### src/rtl/xor_nn_ctrl.sv
// -----------------------------------------------------------------------------
// xor_nn_ctrl
//
// Control front-end for a small two-layer neural-network datapath. It streams
// a host-supplied weight set into the datapath weight memory, then serves
// inference requests one at a time: it issues the input vector, waits the
// fixed datapath latency, captures the result and holds it for the host.
//
// Configuration macro:
//   XOR_NN_CTRL_PERF_EN - when defined, adds perf_count, a saturating 16-bit
//                         count of completed response handshakes.
//
// Ports:
//   clk, reset_n                    clock, asynchronous active-low reset
//   wload_start                     begin/restart a weight load
//   w_valid / w_ready / w_data      host weight word stream
//   req_valid / req_ready / req_data  inference request
//   rsp_valid / rsp_ready / rsp_data  inference result
//   loaded                          a complete weight set is in the datapath
//   nn_weights_en, nn_weights_layer_address, nn_weights_n_address,
//   nn_weights_m_address, nn_weights_data   datapath weight write port
//   nn_in_en, nn_in_data            datapath input strobe and vector
//   nn_out_data                     datapath result
// -----------------------------------------------------------------------------
module xor_nn_ctrl #(
  parameter int BITS_PER_WORD       = 8,
  parameter int INPUT_VECTOR_SIZE   = 2,
  parameter int HIDDEN_LAYER_SIZE   = 2,
  parameter int OUTPUT_VECTOR_SIZE  = 1,
  parameter int BIAS_SIZE           = 1,
  parameter int NN_LATENCY          = 2,
  parameter int CLOG2_MAX_WEIGHTS_N = 2,
  parameter int CLOG2_MAX_WEIGHTS_M = 2
) (
  input  logic                           clk,
  input  logic                           reset_n,
  input  logic                           wload_start,
  input  logic                           w_valid,
  output logic                           w_ready,
  input  logic [BITS_PER_WORD-1:0]       w_data,
  input  logic                           req_valid,
  output logic                           req_ready,
  input  logic [INPUT_VECTOR_SIZE-1:0]   req_data,
  output logic                           rsp_valid,
  input  logic                           rsp_ready,
  output logic [OUTPUT_VECTOR_SIZE-1:0]  rsp_data,
  output logic                           loaded,
  output logic                           nn_weights_en,
  output logic                           nn_weights_layer_address,
  output logic [CLOG2_MAX_WEIGHTS_N-1:0] nn_weights_n_address,
  output logic [CLOG2_MAX_WEIGHTS_M-1:0] nn_weights_m_address,
  output logic [BITS_PER_WORD-1:0]       nn_weights_data,
  output logic                           nn_in_en,
  output logic [INPUT_VECTOR_SIZE-1:0]   nn_in_data,
  input  logic [OUTPUT_VECTOR_SIZE-1:0]  nn_out_data
`ifdef XOR_NN_CTRL_PERF_EN
  ,
  output logic [15:0]                    perf_count
`endif
);

  localparam int NW  = CLOG2_MAX_WEIGHTS_N;
  localparam int MW  = CLOG2_MAX_WEIGHTS_M;
  localparam int WCW = (NN_LATENCY > 1) ? $clog2(NN_LATENCY) : 1;

  // Last row/column index of each layer's weight matrix (bias rows included).
  localparam logic [NW-1:0]  L0_N_LAST = NW'(INPUT_VECTOR_SIZE + BIAS_SIZE - 1);
  localparam logic [MW-1:0]  L0_M_LAST = MW'(HIDDEN_LAYER_SIZE - 1);
  localparam logic [NW-1:0]  L1_N_LAST = NW'(HIDDEN_LAYER_SIZE + BIAS_SIZE - 1);
  localparam logic [MW-1:0]  L1_M_LAST = MW'(OUTPUT_VECTOR_SIZE - 1);
  localparam logic [WCW-1:0] WAIT_LAST = WCW'(NN_LATENCY - 1);

  typedef enum logic [2:0] {
    UNLOADED, LOAD, READY, ISSUE, WAIT, RESPOND
  } state_e;

  state_e                        state_q;
  logic                          layer_q, layer_d;
  logic [NW-1:0]                 n_q, n_d, n_last;
  logic [MW-1:0]                 m_q, m_d, m_last;
  logic                          last_word;
  logic [WCW-1:0]                wait_q;

  logic                          w_ready_q;
  logic                          loaded_q;
  logic                          rsp_valid_q;
  logic [OUTPUT_VECTOR_SIZE-1:0] rsp_data_q;
  logic                          wen_q;
  logic                          wl_q;
  logic [NW-1:0]                 wn_q;
  logic [MW-1:0]                 wm_q;
  logic [BITS_PER_WORD-1:0]      wdata_q;
  logic                          in_en_q;
  logic [INPUT_VECTOR_SIZE-1:0]  in_data_q;

  logic                          w_accept;
  logic                          req_hs;

  // A restart request wins over a word presented in the same cycle.
  assign w_accept  = w_ready_q && w_valid && !wload_start;
  assign req_ready = (state_q == READY) && loaded_q && !wload_start;
  assign req_hs    = req_valid && req_ready;

  // Weight address walk: m inner, n outer, layer 0 then layer 1.
  always_comb begin
    m_last    = layer_q ? L1_M_LAST : L0_M_LAST;
    n_last    = layer_q ? L1_N_LAST : L0_N_LAST;
    last_word = layer_q && (n_q == L1_N_LAST) && (m_q == L1_M_LAST);
    layer_d   = layer_q;
    n_d       = n_q;
    m_d       = m_q + MW'(1);
    if (m_q == m_last) begin
      m_d = '0;
      n_d = n_q + NW'(1);
      if (n_q == n_last) begin
        n_d     = '0;
        layer_d = 1'b1;
      end
    end
  end

`ifdef XOR_NN_CTRL_PERF_EN
  logic [15:0] perf_q;
  assign perf_count = perf_q;
`endif

  always_ff @(posedge clk or negedge reset_n) begin
    if (!reset_n) begin
      state_q     <= UNLOADED;
      layer_q     <= 1'b0;
      n_q         <= '0;
      m_q         <= '0;
      wait_q      <= '0;
      w_ready_q   <= 1'b0;
      loaded_q    <= 1'b0;
      rsp_valid_q <= 1'b0;
      rsp_data_q  <= '0;
      wen_q       <= 1'b0;
      wl_q        <= 1'b0;
      wn_q        <= '0;
      wm_q        <= '0;
      wdata_q     <= '0;
      in_en_q     <= 1'b0;
      in_data_q   <= '0;
`ifdef XOR_NN_CTRL_PERF_EN
      perf_q      <= '0;
`endif
    end else begin
      // Both datapath strobes are single-cycle pulses.
      wen_q   <= 1'b0;
      in_en_q <= 1'b0;
      unique case (state_q)
        UNLOADED, READY: begin
          if (wload_start) begin
            state_q   <= LOAD;
            w_ready_q <= 1'b1;
            loaded_q  <= 1'b0;
            layer_q   <= 1'b0;
            n_q       <= '0;
            m_q       <= '0;
          end else if (req_hs) begin
            in_data_q <= req_data;
            in_en_q   <= 1'b1;
            state_q   <= ISSUE;
          end
        end
        LOAD: begin
          if (wload_start) begin
            layer_q <= 1'b0;
            n_q     <= '0;
            m_q     <= '0;
          end else if (w_accept) begin
            wen_q   <= 1'b1;
            wl_q    <= layer_q;
            wn_q    <= n_q;
            wm_q    <= m_q;
            wdata_q <= w_data;
            layer_q <= layer_d;
            n_q     <= n_d;
            m_q     <= m_d;
            if (last_word) begin
              state_q   <= READY;
              w_ready_q <= 1'b0;
              loaded_q  <= 1'b1;
              layer_q   <= 1'b0;
              n_q       <= '0;
              m_q       <= '0;
            end
          end
        end
        ISSUE: begin
          state_q <= WAIT;
          wait_q  <= '0;
        end
        WAIT: begin
          // The datapath result is valid during the last wait cycle.
          if (wait_q == WAIT_LAST) begin
            rsp_data_q  <= nn_out_data;
            rsp_valid_q <= 1'b1;
            state_q     <= RESPOND;
          end else begin
            wait_q <= wait_q + WCW'(1);
          end
        end
        RESPOND: begin
          if (rsp_ready) begin
            rsp_valid_q <= 1'b0;
            state_q     <= READY;
`ifdef XOR_NN_CTRL_PERF_EN
            if (perf_q != 16'hFFFF) perf_q <= perf_q + 16'd1;
`endif
          end
        end
        default: state_q <= UNLOADED;
      endcase
    end
  end

  assign w_ready                  = w_ready_q;
  assign loaded                   = loaded_q;
  assign rsp_valid                = rsp_valid_q;
  assign rsp_data                 = rsp_data_q;
  assign nn_weights_en            = wen_q;
  assign nn_weights_layer_address = wl_q;
  assign nn_weights_n_address     = wn_q;
  assign nn_weights_m_address     = wm_q;
  assign nn_weights_data          = wdata_q;
  assign nn_in_en                 = in_en_q;
  assign nn_in_data               = in_data_q;

endmodule

### config.mk
export PLATFORM = sky130hd
export DESIGN_NAME = xor_nn_ctrl
export DESIGN_NICKNAME = d
export VERILOG_FILES = /design/src/rtl/xor_nn_ctrl.sv
export SDC_FILE = /design/constraint.sdc
export NUM_CORES = 1
export LEC_CHECK = 0
export CAP_MARGIN = 20
export CORE_MARGIN = 2
export CORE_UTILIZATION = 30
export DETAILED_ROUTE_END_ITERATION = 10
export SYNTH_ARGS = -nofsm -noshare
export SYNTH_HDL_FRONTEND = slang
export SYNTH_SLANG_ARGS = --single-unit
### constraint.sdc
create_clock -name clk -period 2.01 [get_ports clk]
set_clock_uncertainty 0.05 [all_clocks]
set_input_delay 0.402 -clock clk [delete_from_list [all_inputs] [get_ports clk]]
set_output_delay 0.402 -clock clk [all_outputs]
set_load 0.01 [all_outputs]
==> reports/qor.csv <==
metric,value,unit
dp_hpwl,2180,um
cts_buffers,5,
status,finished clean,
rows,24,
fp.dieArea,5230,um2
grt_overflow,0,
hold_violations,0,
drive_gt1_frac,0.217,
cts_setup_buffers,0,
grt_pass1_vias,1157,
grt_max_degree,31,
worstSetupEndpointType,output pin,
r2r-start,state_q[2]$_DFFE_PN0P_,
synth_top_family_by_area,multiplexers,
synthesis.area,1400,um2
io_pins,39,
antenna_found_initial,0,
final_max_slew_viol_count,0,
syn_avg_cell_area,11.8,um2
synth-adder-area-share,0.00894,
rr_endpoint,state_q[0]$_DFFE_PN0P_,
fp.dieW,72.3,um
initial_core_util,0.317,
fin_nets,192,
hold_buffers,0,
synth_common_cells,"dfrtp_1 (30), mux2_1 (10), nand2_1 (10)",
core-area,4410,um2
htreeDepth,2,
min_path_type,flip-flop to flip-flop,
routabilityCongestion,0.857,
power_frac_seq,0.358,
critPathMaxFanout,2,
synth-simple-area-share,0.147,
period_minus_slack,1.88,ns
start_kind,input port,
rsz0062_at_grt,false,
ys_warn_count,0,
wl_per_cell,13.0,um
synth.most_common_cell,dfrtp_1,
synth_cell_type_count,34,
drc,0,
final_cells,227,
synth_xor_area_frac,0.00626,
clk_latency,0.28,ns
combPwrFrac,0.424,
timing.setup.tns,0,ns
p_clk_frac,0.218,
crit_type,input port to output pin,
power.internal,0.00182,W
track_usage,0.123,
yosys_register_bits,30,
ys_top_cells_by_area,"dfrtp_1 (54%), mux2_1 (8.0%), mux2_2 (6.4%)",
synth-main-ff-cell,dfrtp_1,
grt_pass1_wl,5000,um
crit_arrival,1.43,ns
synth_nets,137,
syn_inst,119,
vias_per_cell,4.90,
ant_nets,0,
fin_crit_sh,0.935,
fin_util,0.461,
reg2reg_depth,5,
clock-sinks,30,
vias,1112,
place_inst,219,
ys_seq_area_frac,0.536,
synth.area.mux_share,0.152,
regToRegSetupSlack,0.21,ns
power_density,1320,nW/um2
cp.required,1.56,ns
drt_iter0_markers,51,
switching_power,0.000856,W
synth_compound_area_frac,0.107,
synth_top_cell_area_share,0.536,
syn_to_final_growth,45.3,%
hold_path_startpoint,nn_weights_layer_address$_DFFE_PN0P_,
cts_tree,done,
fillCellCount,413,
setup_viol,0,
first_pass_iters,4,
max_freq,532,MHz
maxCapViolations,0,
wirelength,2950,um
worstMarginPinSlew,0.384,ns
netSwitchingFraction,0.320,
whs_path_depth,1,
ir_worst_vdd,0.802,mV
antennaDiodeCount,0,
die_h,72.3,um
synth-async-reset-ratio,1.00,
crit_start,wload_start,
portBuffers,38,
synth_top_area_cell,dfrtp_1,
synth_edf_count,0,
clock_path_buffers,2,
power.leakage,0.920,nW
max_slew_margin,0.744,
holdPathEnd,nn_weights_layer_address$_DFFE_PN0P_,
cts-root-buf,clkbuf_8,
path_clk_slew,0.06,ns
-- flip-flops by register name (all words and copies together) (netlist names), 2 cells and up --
signal                flops
nn_weights_data           8
state_q                   3
m_q                       2
n_q                       2
nn_in_data                2
nn_weights_m_address      2
nn_weights_n_address      2
-- cell families (layout without fill, tap and decap cells) --
family / Yosys count / count (layout)
fa+ha+maj: 1 / 1
simple gates: 36 / 36
compound gates: 22 / 22
mux: 19 / 19
xor+xnor: 1 / 1
flops: 30 / 30
buf+inv: 10 / 66
-- critical path, cell delays in order --
cell and delay [ns]:
clkdlybuf4s50_1 0.44, nor3_2 0.24, and3_2 0.22, clkbuf_2 0.13
-- placed cells by master (no fill, tap or decap), drive strengths merged, types with 2 or more instances in the layout --
master,n
a211oi,2
a21oi,9
a31oi,2
and3,3
buf,15
clkbuf,6
clkdlybuf4s50,37
clkinv,2
dfrtp,30
inv,5
mux2,18
nand2,10
nand2b,2
nand3,2
nor2,9
nor2b,3
nor3,3
o21ai,5
-- metal layers --
layer	track usage	wire, um	vias to the layer above
li1	-	-	530
met1	0.138	1220	539
met2	0.210	1510	36
met3	0.0444	173	7
met4	0.0524	46	0
met5	0	0	-
-- metrics by stage --
stage                     worst slack (ns)  total power (W)  instance area, um2  hold WS (ns)
final                                0.131          0.00268                2030         0.432
after global routing                0.0616          0.00286                2030         0.453
after CTS                          0.00247          0.00271                2040         0.439
after detailed placement            -0.211          0.00211                1930         0.424
after global placement              -0.220          0.00207                1930         0.416
after floorplan                      0.309          0.00156                1400        0.0564
-- power groups by stage --
stage	clock network, W	logic (W)	registers, W
2_1_floorplan	0	0.000538	0.00102
3_3_place_gp	0	0.00111	0.000957
3_5_place_dp	0	0.00114	0.000970
4_1_cts	0.000604	0.00115	0.000959
5_1_grt	0.000630	0.00124	0.000986
6_report	0.000584	0.00114	0.000957
-- worst max path at each step --
stage	slack, ns	cells past startpoint	to
floorplan	0.31	5	state_q[0]$_DFFE_PN0P_
global placement	-0.22	4	req_ready
detailed placement	-0.21	4	req_ready
CTS	0.002	4	req_ready
global route	0.06	4	req_ready
finish	0.13	4	req_ready
-- what timing repair did --
| action | 4_1_cts | 5_1_grt |
|---|---|---|
| gates resized for setup | 1 | 2 |
| pin swaps | 1 | 1 |
| endpoints found under the setup margin | 1 | 1 |
| hold endpoints to repair | 0 | 0 |
-- cell type report --
type                       count  area, um2  area share
inverter                       5       18.8     0.00923
sequential                    30        751       0.369
clock buffer                   5       68.8      0.0338
multi-input combinational     79        591       0.290
timing repair buffer          53        500       0.246
tap                           52       65.1      0.0320
clock inverter                 3       40.0      0.0197
Power figures use the tool's default switching activity.
